<file path="config.mk">
export PLATFORM = sky130hd
export DESIGN_NAME = mant_divsqrt_iter_flat
export DESIGN_NICKNAME = d
export VERILOG_FILES = /design/src/rtl/divsqrt_pkg.sv /design/src/rtl/mant_divsqrt_iter_if.sv /design/src/rtl/divsqrt_step.sv /design/src/rtl/mant_divsqrt_iter.sv /design/src/flat_wrapper.sv
export SDC_FILE = /design/constraint.sdc
export NUM_CORES = 1
export LEC_CHECK = 0
export CAP_MARGIN = 25
export CORE_UTILIZATION = 52
export CTS_CLUSTER_DIAMETER = 120
export DETAILED_ROUTE_END_ITERATION = 16
export DONT_BUFFER_PORTS = 1
export PLACE_DENSITY_LB_ADDON = 0.3
export RECOVER_POWER = 25
export SLEW_MARGIN = 20
export SYNTH_ARGS = -nofsm -noshare
export SYNTH_HDL_FRONTEND = slang
export SYNTH_SLANG_ARGS = --single-unit
</file>
<file path="constraint.sdc">
create_clock -name clk -period 6.3 [get_ports clk]
set_clock_uncertainty 0.1 [all_clocks]
set_input_delay 1.26 -clock clk [delete_from_list [all_inputs] [get_ports clk]]
set_output_delay 1.26 -clock clk [all_outputs]
set_load 0.1 [all_outputs]
</file>
<file path="src/rtl/divsqrt_pkg.sv">
// Shared types and helpers for the iterative mantissa divide/square-root core.
// Provides the operation and FSM state encodings and the result-width helper
// qw(), so every file derives the same result width from WIDTH/GUARD.
package divsqrt_pkg;

  typedef enum logic {
    OP_DIV  = 1'b0,
    OP_SQRT = 1'b1
  } op_e;

  typedef enum logic [1:0] {
    IDLE = 2'd0,
    ITER = 2'd1,
    DONE = 2'd2
  } state_e;

  // Result width and iteration count: mantissa + guard bits + one integer bit.
  function automatic int qw(input int width, input int guard);
    return width + guard + 1;
  endfunction

endpackage

</file>
<file path="src/rtl/mant_divsqrt_iter_if.sv">
// Operand/result bundle between the FP div/sqrt wrapper and the mantissa core.
// Request side: in_valid/in_ready, op, odd_exp, a, b.
// Response side: out_valid/out_ready, q, sticky, dz. master = wrapper, slave = core.
interface mant_divsqrt_iter_if
  import divsqrt_pkg::*;
#(
  parameter int WIDTH = 24,
  parameter int GUARD = 3
) ();
  localparam int QW = qw(WIDTH, GUARD);

  logic             in_valid;
  logic             in_ready;
  op_e              op;
  logic             odd_exp;
  logic [WIDTH-1:0] a;
  logic [WIDTH-1:0] b;
  logic             out_valid;
  logic             out_ready;
  logic [QW-1:0]    q;
  logic             sticky;
  logic             dz;

  modport master (
    output in_valid, op, odd_exp, a, b, out_ready,
    input  in_ready, out_valid, q, sticky, dz
  );

  modport slave (
    input  in_valid, op, odd_exp, a, b, out_ready,
    output in_ready, out_valid, q, sticky, dz
  );
endinterface

</file>
<file path="src/rtl/divsqrt_step.sv">
// One radix-2 restoring iteration, shared by divide and square root (pure comb).
// Ports: i_op selects the recurrence, i_rem is the stored remainder, i_part is
// the divisor (div) or partial root (sqrt), i_rad the next two radicand bits;
// o_rem is the remainder to store, o_qbit the result bit produced.
module divsqrt_step
  import divsqrt_pkg::*;
#(
  parameter int QW = 28
) (
  input  op_e            i_op,
  input  logic [QW+1:0]  i_rem,
  input  logic [QW-1:0]  i_part,
  input  logic [1:0]     i_rad,
  output logic [QW+1:0]  o_rem,
  output logic           o_qbit
);
  localparam int RW = QW + 2;

  logic [RW-1:0] w_cmp;
  logic [RW-1:0] w_sub;
  logic [RW-1:0] w_res;
  logic [RW:0]   w_diff;

  always_comb begin
    if (i_op == OP_SQRT) begin
      // Bring down the next radicand pair; trial subtrahend is 4*root + 1.
      // The stored sqrt remainder is at most 2*root < 2^QW, so the dropped
      // top two bits are always zero for normalised inputs.
      w_cmp = {i_rem[RW-3:0], i_rad};
      w_sub = {i_part, 2'b01};
    end else begin
      // Div keeps the remainder pre-doubled, so compare directly against b.
      w_cmp = i_rem;
      w_sub = {2'b00, i_part};
    end
    w_diff = {1'b0, w_cmp} - {1'b0, w_sub};
    o_qbit = ~w_diff[RW];
    w_res  = o_qbit ? w_diff[RW-1:0] : w_cmp;
    o_rem  = (i_op == OP_SQRT) ? w_res : {w_res[RW-2:0], 1'b0};
  end
endmodule

</file>
<file path="src/rtl/mant_divsqrt_iter.sv">
// Radix-2 iterative mantissa divide / square-root core, one operation in flight.
// Latency: QW edges from accept to out_valid (divide-by-zero: DONE on the accept
// edge). With DIVSQRT_EARLY_EXIT_EN defined, finishes as soon as the remainder
// and the unconsumed radicand are zero (1..QW edges).
// Backpressure: in_ready only in IDLE; result held in DONE until out_ready.
// Ports: clk, reset (sync, active-low), flush (sync abort), io (slave modport).
module mant_divsqrt_iter
  import divsqrt_pkg::*;
#(
  parameter int WIDTH = 24,
  parameter int GUARD = 3
) (
  input logic              clk,
  input logic              reset,
  input logic              flush,
  mant_divsqrt_iter_if.slave io
);
  localparam int QW = qw(WIDTH, GUARD);
  localparam int RW = QW + 2;
  localparam int XW = 2 * QW;
  localparam int CW = $clog2(QW);

  state_e           r_state;
  state_e           w_state_nxt;
  op_e              r_op;
  logic [WIDTH-1:0] r_b;
  logic [RW-1:0]    r_rem;
  logic [QW-1:0]    r_q;
  logic [XW-1:0]    r_x;
  logic [CW-1:0]    r_cnt;
  logic             r_dz;

  logic             w_accept;
  logic             w_bz;
  logic             w_last;
  logic             w_early;
  logic [QW-1:0]    w_part;
  logic [RW-1:0]    w_step_rem;
  logic             w_qbit;
  logic [QW-1:0]    w_q_nxt;
  logic [XW-1:0]    w_x_nxt;

  assign w_accept = io.in_valid && reset && (r_state == IDLE);
  assign w_bz     = (io.b == '0);
  assign w_last   = (r_cnt == '0);
  assign w_part   = (r_op == OP_SQRT) ? r_q : QW'(r_b);
  assign w_q_nxt  = {r_q[QW-2:0], w_qbit};
  assign w_x_nxt  = r_x << 2;

  divsqrt_step #(.QW(QW)) u_step (
    .i_op   (r_op),
    .i_rem  (r_rem),
    .i_part (w_part),
    .i_rad  (r_x[XW-1:XW-2]),
    .o_rem  (w_step_rem),
    .o_qbit (w_qbit)
  );

`ifdef DIVSQRT_EARLY_EXIT_EN
  // Zero remainder with no radicand bits left means every later bit is 0.
  assign w_early = (w_step_rem == '0) && (w_x_nxt == '0);
`else
  assign w_early = 1'b0;
`endif

  // State register
  always_ff @(posedge clk) begin
    if (!reset) r_state <= IDLE;
    else        r_state <= w_state_nxt;
  end

  // Next-state logic; flush overrides every other transition
  always_comb begin
    w_state_nxt = r_state;
    case (r_state)
      IDLE: if (w_accept) w_state_nxt = ((io.op == OP_DIV) && w_bz) ? DONE : ITER;
      ITER: if (w_last || w_early) w_state_nxt = DONE;
      DONE: if (io.out_ready) w_state_nxt = IDLE;
      default: w_state_nxt = IDLE;
    endcase
    if (flush) w_state_nxt = IDLE;
  end

  // Handshake outputs; in_ready is held low for the whole reset assertion
  always_comb begin
    io.in_ready  = reset && (r_state == IDLE);
    io.out_valid = (r_state == DONE);
  end

  assign io.q      = r_q;
  assign io.sticky = |r_rem;
  assign io.dz     = r_dz;

  // Datapath registers
  always_ff @(posedge clk) begin
    if (!reset) begin
      r_op  <= OP_DIV;
      r_b   <= '0;
      r_rem <= '0;
      r_q   <= '0;
      r_x   <= '0;
      r_cnt <= '0;
      r_dz  <= 1'b0;
    end else if (flush) begin
      r_dz <= 1'b0;
    end else begin
      case (r_state)
        IDLE: begin
          if (w_accept) begin
            r_op  <= io.op;
            r_b   <= io.b;
            r_cnt <= CW'(QW - 1);
            r_dz  <= 1'b0;
            r_q   <= '0;
            if (io.op == OP_DIV) begin
              r_x <= '0;
              if (w_bz) begin
                r_q   <= '1;
                r_rem <= '0;
                r_dz  <= 1'b1;
              end else begin
                r_rem <= RW'(io.a);
              end
            end else begin
              // Radicand a * 2^(2QW-WIDTH-odd_exp) laid out in a 2*QW-bit field.
              r_rem <= '0;
              r_x   <= io.odd_exp ? {1'b0, io.a, {(XW-WIDTH-1){1'b0}}}
                                  : {io.a, {(XW-WIDTH){1'b0}}};
            end
          end
        end
        ITER: begin
          r_rem <= w_step_rem;
          r_x   <= w_x_nxt;
          r_cnt <= r_cnt - CW'(1);
          r_q   <= w_q_nxt;
`ifdef DIVSQRT_EARLY_EXIT_EN
          // Align the bits produced so far to their final weight.
          if (w_early) r_q <= w_q_nxt << r_cnt;
`endif
        end
        DONE: begin
          if (io.out_ready) r_dz <= 1'b0;
        end
        default: ;
      endcase
    end
  end
endmodule

</file>
<file path="src/flat_wrapper.sv">
// flat-port wrapper written by rule: the top's interface ports become plain ports
module mant_divsqrt_iter_flat import divsqrt_pkg::*;
#(
  parameter int WIDTH = 24,
  parameter int GUARD = 3
)
  (clk, reset, flush, io_in_valid, io_op, io_odd_exp, io_a, io_b, io_out_ready, io_in_ready, io_out_valid, io_q, io_sticky, io_dz);
  mant_divsqrt_iter_if #(.WIDTH(WIDTH), .GUARD(GUARD)) io_i ();
  input logic clk;
  input logic reset;
  input logic flush;
  input wire logic [$bits(io_i.in_valid)-1:0] io_in_valid;
  input wire logic [$bits(io_i.op)-1:0] io_op;
  input wire logic [$bits(io_i.odd_exp)-1:0] io_odd_exp;
  input wire logic [$bits(io_i.a)-1:0] io_a;
  input wire logic [$bits(io_i.b)-1:0] io_b;
  input wire logic [$bits(io_i.out_ready)-1:0] io_out_ready;
  output wire logic [$bits(io_i.in_ready)-1:0] io_in_ready;
  output wire logic [$bits(io_i.out_valid)-1:0] io_out_valid;
  output wire logic [$bits(io_i.q)-1:0] io_q;
  output wire logic [$bits(io_i.sticky)-1:0] io_sticky;
  output wire logic [$bits(io_i.dz)-1:0] io_dz;
  assign io_i.in_valid = io_in_valid;
  assign io_i.op = io_op;
  assign io_i.odd_exp = io_odd_exp;
  assign io_i.a = io_a;
  assign io_i.b = io_b;
  assign io_i.out_ready = io_out_ready;
  assign io_in_ready = io_i.in_ready;
  assign io_out_valid = io_i.out_valid;
  assign io_q = io_i.q;
  assign io_sticky = io_i.sticky;
  assign io_dz = io_i.dz;
  mant_divsqrt_iter #(.WIDTH(WIDTH), .GUARD(GUARD)) u_core (.clk(clk), .reset(reset), .flush(flush), .io(io_i));
endmodule
</file>
==> results.toml, run 1 <==
[final_layout]
multiInputGateArea_um2 = 5099
synthToLayoutAreaGrowth_pct = 10.03
seq_area_um2 = 2326
fillers = 1333
drive_gt1_share_pct = 10.14
antenna_cells = 0
fin_cells = 1150
final_nets = 1038

[global_routing]
grt_pass1_wl_um = 35870
antenna_found_initial = 0
grt-ovfl-total = 0
grtUsageTotal_pct = 28.68
grt_pass1_vias = 6977
grt_start_max_net_pins = 85

[clocking]
cts.sinks = 116
root_buffer = "clkbuf_16"
hold_buffers = 0
htreeDepth = 4
cts_resized = 0
insertion_delay_ns = 0.43
clockBufferDepth = 2
cts_buffers = 17
clk_pin_slew_ns = 0.06
postCtsSetupBuffers = 0
cts_tree = "built"

[die]
fp-row-count = 44
start_util_pct = 53.46
die_w_um = 124.5
core_um2 = 14590
pin_count = 87
fp.dieH_um = 124.5
dieArea_um2 = 15490

[worst_setup_path]
cp-start-kind = "flip-flop"
cp.required_ns = 6.50
end_kind = "flip-flop"
crit_arrival_ns = 5.16
critPathMaxFanout = 29
path_class = "reg -> reg"

[synth]
syn_area_um2 = 7800
ys_seq_area_share_pct = 29.77
synth_top_area_cell = "dfxtp_1"
synth_edf_count = 0
synthFlopType = "dfxtp_1"
yosys-top-cells-area = "dfxtp_1 30%, a21oi_1 8.3%, nand2_1 6.3%"
yosys_warnings = 0
synthTopCellsByCount = "130 x a21oi_1, 130 x nand2_1, 116 x dfxtp_1"
ys_ff_latch = 116
ys_types = 73
synthCells = 979
synthArstFlopShare_pct = 0
synth_top_area_share_pct = 29.77
syn_nets = 1064
avgSynthCellArea_um2 = 7.967

[route]
ant_nets = 0
drt-pass1-iter-count = 8
wirelength_um = 22100
dr.first_iter.drc_count = 645
drt-vias-per-instance = 6.453
wire_per_inst_um = 19.22
drc = 0
dr_total_vias = 7421

[power]
p_sw_share_pct = 33.36
seqPwrFrac_pct = 29.4
power_frac_clock_pct = 39.5
p_int_mw = 1.835
ir_worst_vdd_mv = 0.2322
powerDensity_nw_per_um2 = 320.9
comb_power_share_pct = 31.2
leakage_nw = 3.255
power_switching_mw = 0.9188

[sta]
setup_viol_count_final = 0
slew_headroom_pct = -91.32
fin_crit_ns = 4.956
setup_tns_ns = 0
finalHoldViolations = 0
worst_pin_slew_ns = 2.859
slew_viol_final = 37
period_share_pct = 78.67
fmax_ghz = 0.2018
grt_setup_unrepaired = "false"

[place]
dp_hpwl_um = 15590
port_buffers = 0
dp_cells = 1114
gp_congestion = 0.8934

[flow_run]
drv_cap = 1

[outcome]
violations = "max-capacitance violations, max-slew violations"
status = "complete, but fails checks"

[hold_path]
worstHoldPathType = "reg -> reg"
## power by group through the flow
stage                     Combinational, mW  Sequential (mW)  Clock [mW]
final                                 0.858            0.809        1.09
after floorplan                       0.702            0.798           0
after detailed placement              0.841            0.823           0
after CTS                             0.848            0.808        1.09
after global placement                0.834            0.822           0
after global routing                  0.941            0.812        1.13
## cells by family after synthesis
group | after synthesis | synth area share [%]
mux | 78 | 10.75
xor+xnor | 43 | 4.828
simple gates | 282 | 16.51
fa+ha+maj | 33 | 5.294
flops | 116 | 29.77
compound gates | 332 | 27.80
buf+inv | 95 | 5.053
## routing by layer
layer	GRT usage, %	part of all wire [%]
met1	36.37	43
met2	45.53	47
met3	7.002	6.4
met4	13.61	3.5
met5	0	0
## final timing paths
| path | start | endpoint | slack [ns] | cells after the start |
|---|---|---|---|---|
| max | u_core.io.q[8] | u_core.r_rem[23] | 1.34 | 13 |
| min | u_core.r_b[3] | u_core.r_b[3] | 0.36 | 2 |
| max reg2reg | u_core.io.q[8] | u_core.r_rem[23] | 1.34 | 13 |
| min reg2reg | u_core.r_b[3] | u_core.r_b[3] | 0.36 | 2 |
## layout make-up
cell class | count | area share (%)
Multi-Input combinational cell | 768 | 59.41
Sequential cell | 116 | 27.10
Tap cell | 184 | 2.683
Clock inverter | 8 | 1.983
Timing Repair Buffer | 28 | 2.231
Clock buffer | 24 | 5.628
Inverter | 22 | 0.9622
## sequential cells by signal, indices dropped and copies added, names as in the netlist
register,flops
u_core.r_state,2
u_core.r_rem,30
u_core.io.dz,1
u_core.r_op,1
u_core.r_b,24
u_core.io.q,28
u_core.r_cnt,5
u_core.r_x,25
## critical path, cell delays in order, from the launching register on
cell	delay (ns)
dfxtp_1	0.31
clkbuf_1	1.02
mux2i_1	0.30
ha_1	0.31
a21oi_1	0.23
o21ai_0	0.16
a311oi_2	0.54
o221ai_2	0.20
nor2_1	0.17
a21o_1	0.51
buf_4	0.40
o21ai_1	0.13
a221oi_1	0.34
a21oi_1	0.11
## cells in the final DEF, fill, tap and decap left out, types with 6 or more instances in the layout
cell type,n
xnor2_1,25
o31ai_1,6
o21ai_0,43
o211ai_1,8
mux2_2,42
ha_1,29
clkbuf_16,19
o21ai_1,9
and3_1,6
a21oi_1,130
a21o_1,13
inv_1,20
buf_4,11
a222oi_1,23
nor2_1,61
a211oi_1,7
xor2_1,18
nand2_1,129
a221oi_1,11
nand3_1,9
clkbuf_1,19
mux2i_1,34
nor2b_1,10
a22oi_1,36
nand2b_1,10
dfxtp_1,115
nor4_1,15
nor3_1,13
## through the flow
| step | instance area (µm²) | setup slack [ns] | total power, mW | utilization, % | hold slack (ns) |
|---|---|---|---|---|---|
| floorplan | 7800 | 0.9815 | 1.500 | - | 0.3311 |
| detailed placement | 7963 | 1.635 | 1.663 | 54.58 | 0.3477 |
| CTS | 8616 | 1.548 | 2.748 | 59.06 | 0.3554 |
| finish | 8582 | 1.344 | 2.754 | 58.83 | 0.3557 |
| global route | 8582 | 1.129 | 2.880 | 58.83 | 0.3851 |
| global placement | 7916 | 1.738 | 1.656 | 54.26 | 0.3451 |
(Power assumes the default switching activity.)
==> run 2: changes to the inputs <==
Clock period 6.3 ns to 4 ns, I/O delays scaled along.
==> results.toml, run 2 (synthesis results as in run 1) <==
[sta]
holdWs_ns = 0.3598
slew_headroom_pct = 0.03155
fin_crit_ns = 3.810
worst_pin_slew_ns = 1.500
grt_setup_unrepaired = "true"
slew_viol_final = 0
finalHoldViolations = 0
period_share_pct = 95.26
fmax_ghz = 0.2624
setup_viol_count_final = 0

[worst_setup_path]
critPathMaxFanout = 23
critPathBufInv = 2
end_kind = "flip-flop"
crit_arrival_ns = 4.07
path_class = "reg -> reg"
crit_path_frequent_cell = "a21o_1"
critPathTopFamily = "compound AO/OA/AOI/OAI gates"
slowest_delay_ns = 0.56
cp_num_cells = 14
cp_slowest_cell = "dfxtp_4"
crit_chain = "mux2i_2 -> ha_1 -> inv_1 -> fa_1 -> a21o_1 -> nand4_1 -> a21boi_1 -> o311a_1 -> o21ai_4 -> a21o_1 -> buf_4 -> mux2i_1 -> a22oi_1 -> a21oi_1"
cp.required_ns = 4.25
cp-start-kind = "flip-flop"
reg2reg_depth = 14

[die]
pin_count = 87
dieArea_um2 = 15490
fp.dieH_um = 124.5
start_util_pct = 53.46
core_um2 = 14590
die_w_um = 124.5
fp-row-count = 44

[route]
ant_nets = 0
wire_per_inst_um = 19.04
drc = 0
drt-pass1-iter-count = 8
drt-vias-per-instance = 6.422
wirelength_um = 22620
dr.first_iter.drc_count = 590
dr_total_vias = 7629

[final_layout]
drive_gt1_share_pct = 14.04
final_common_cell = "nand2_1"
regMostFlops = "u_core.r_rem"
fin_cells = 1188
layout_common_cells = "130 x nand2_1, 128 x a21oi_1, 115 x dfxtp_1, 59 x nor2_1, 43 x o21ai_0"
final_nets = 1076
largest_reg_flops = 30
synthToLayoutAreaGrowth_pct = 13.28
fin_area_um2 = 8836
antenna_cells = 0

[power]
ir_worst_vdd_mv = 0.3593
p_int_mw = 2.755
p_sw_share_pct = 35.51
comb_power_share_pct = 33.9
power_switching_mw = 1.517
fin_total_pwr_mw = 4.272
seqPwrFrac_pct = 29.6
leakage_nw = 3.408
power_frac_clock_pct = 36.5
powerDensity_nw_per_um2 = 483.4

[hold_path]
min_path_cells = 2
worstHoldPathType = "reg -> reg"

[clocking]
insertion_delay_ns = 0.42
cts_buffers = 17
clk_pin_slew_ns = 0.06
cts.sinks = 116
postCtsSetupBuffers = 0
cts_resized = 0
cts_tree = "built"
hold_buffers = 0
htreeDepth = 4
root_buffer = "clkbuf_16"
clockBufferDepth = 2

[global_routing]
grt-ovfl-total = 0
grtUsageTotal_pct = 29.04
grt_pass1_wl_um = 36300
antenna_found_initial = 0
grt_pass1_vias = 7269
grt_start_max_net_pins = 81

[place]
dpl_cell_area_um2 = 8274
dp_hpwl_um = 16550
dp_cells = 1155
port_buffers = 0
gp_congestion = 0.9588

[outcome]
status = "complete, but fails checks"
violations = "max-capacitance violations"

[flow_run]
drv_cap = 1
run 2: changes by cell type in the layout (fill, tap and decap cells not counted), sizes merged:
cell and change:
clkbuf +2, clkinv +3, inv +5, buf +32
bufinv -3, clkinvlp -1
run 2: power groups by stage:
stage	clock, mW	combinational, mW	sequential, mW
finish	1.56	1.45	1.26
global route	1.62	1.57	1.27
CTS	1.57	1.42	1.26
detailed placement	0	1.40	1.28
global placement	0	1.40	1.28
floorplan	0	1.11	1.26
run 2: final cells by class:
type,count,area [µm²]
inverters,22,82.58
clock buffers,20,466.7
clock inverters,12,140.1
repair buffers,66,449.2
multi-input cells,768,5141
well taps,184,230.2
flip-flops and latches,116,2326
fillers,1342,5753
run 2: per-layer routing:
metal  vias up  part of all wire, %  GRT usage (%)
li1       3660                    -              -
met1      3616                   41          35.16
met2       289                   49          48.20
met3        64                  7.4          7.775
met4         0                  2.9          12.47
met5         -                    0              0
run 2: through the flow:
step / util (%) / setup slack [ns] / TNS, ns
finish: 60.57 / 0.1895 / 0
global route: 60.57 / -0.01089 / -0.01089
CTS: 60.87 / 0.1385 / 0
detailed placement: 56.72 / 0.2104 / 0
global placement: 56.65 / 0.2545 / 0
floorplan: - / -0.06742 / -0.09615
run 2: final timing paths:
path                                    start         endpoint  slack, ns
worst max-delay path              u_core.r_op  u_core.r_rem[8]       0.19
worst min-delay path            u_core.r_b[3]    u_core.r_b[3]       0.36
worst max register to register    u_core.r_op  u_core.r_rem[8]       0.19
worst min register to register  u_core.r_b[3]    u_core.r_b[3]       0.36
run 2: worst min-delay path, stage by stage, from the launching register on:
cell	delay (ns)
dfxtp_1	0.31
nand2_1	0.05
a21oi_1	0.05
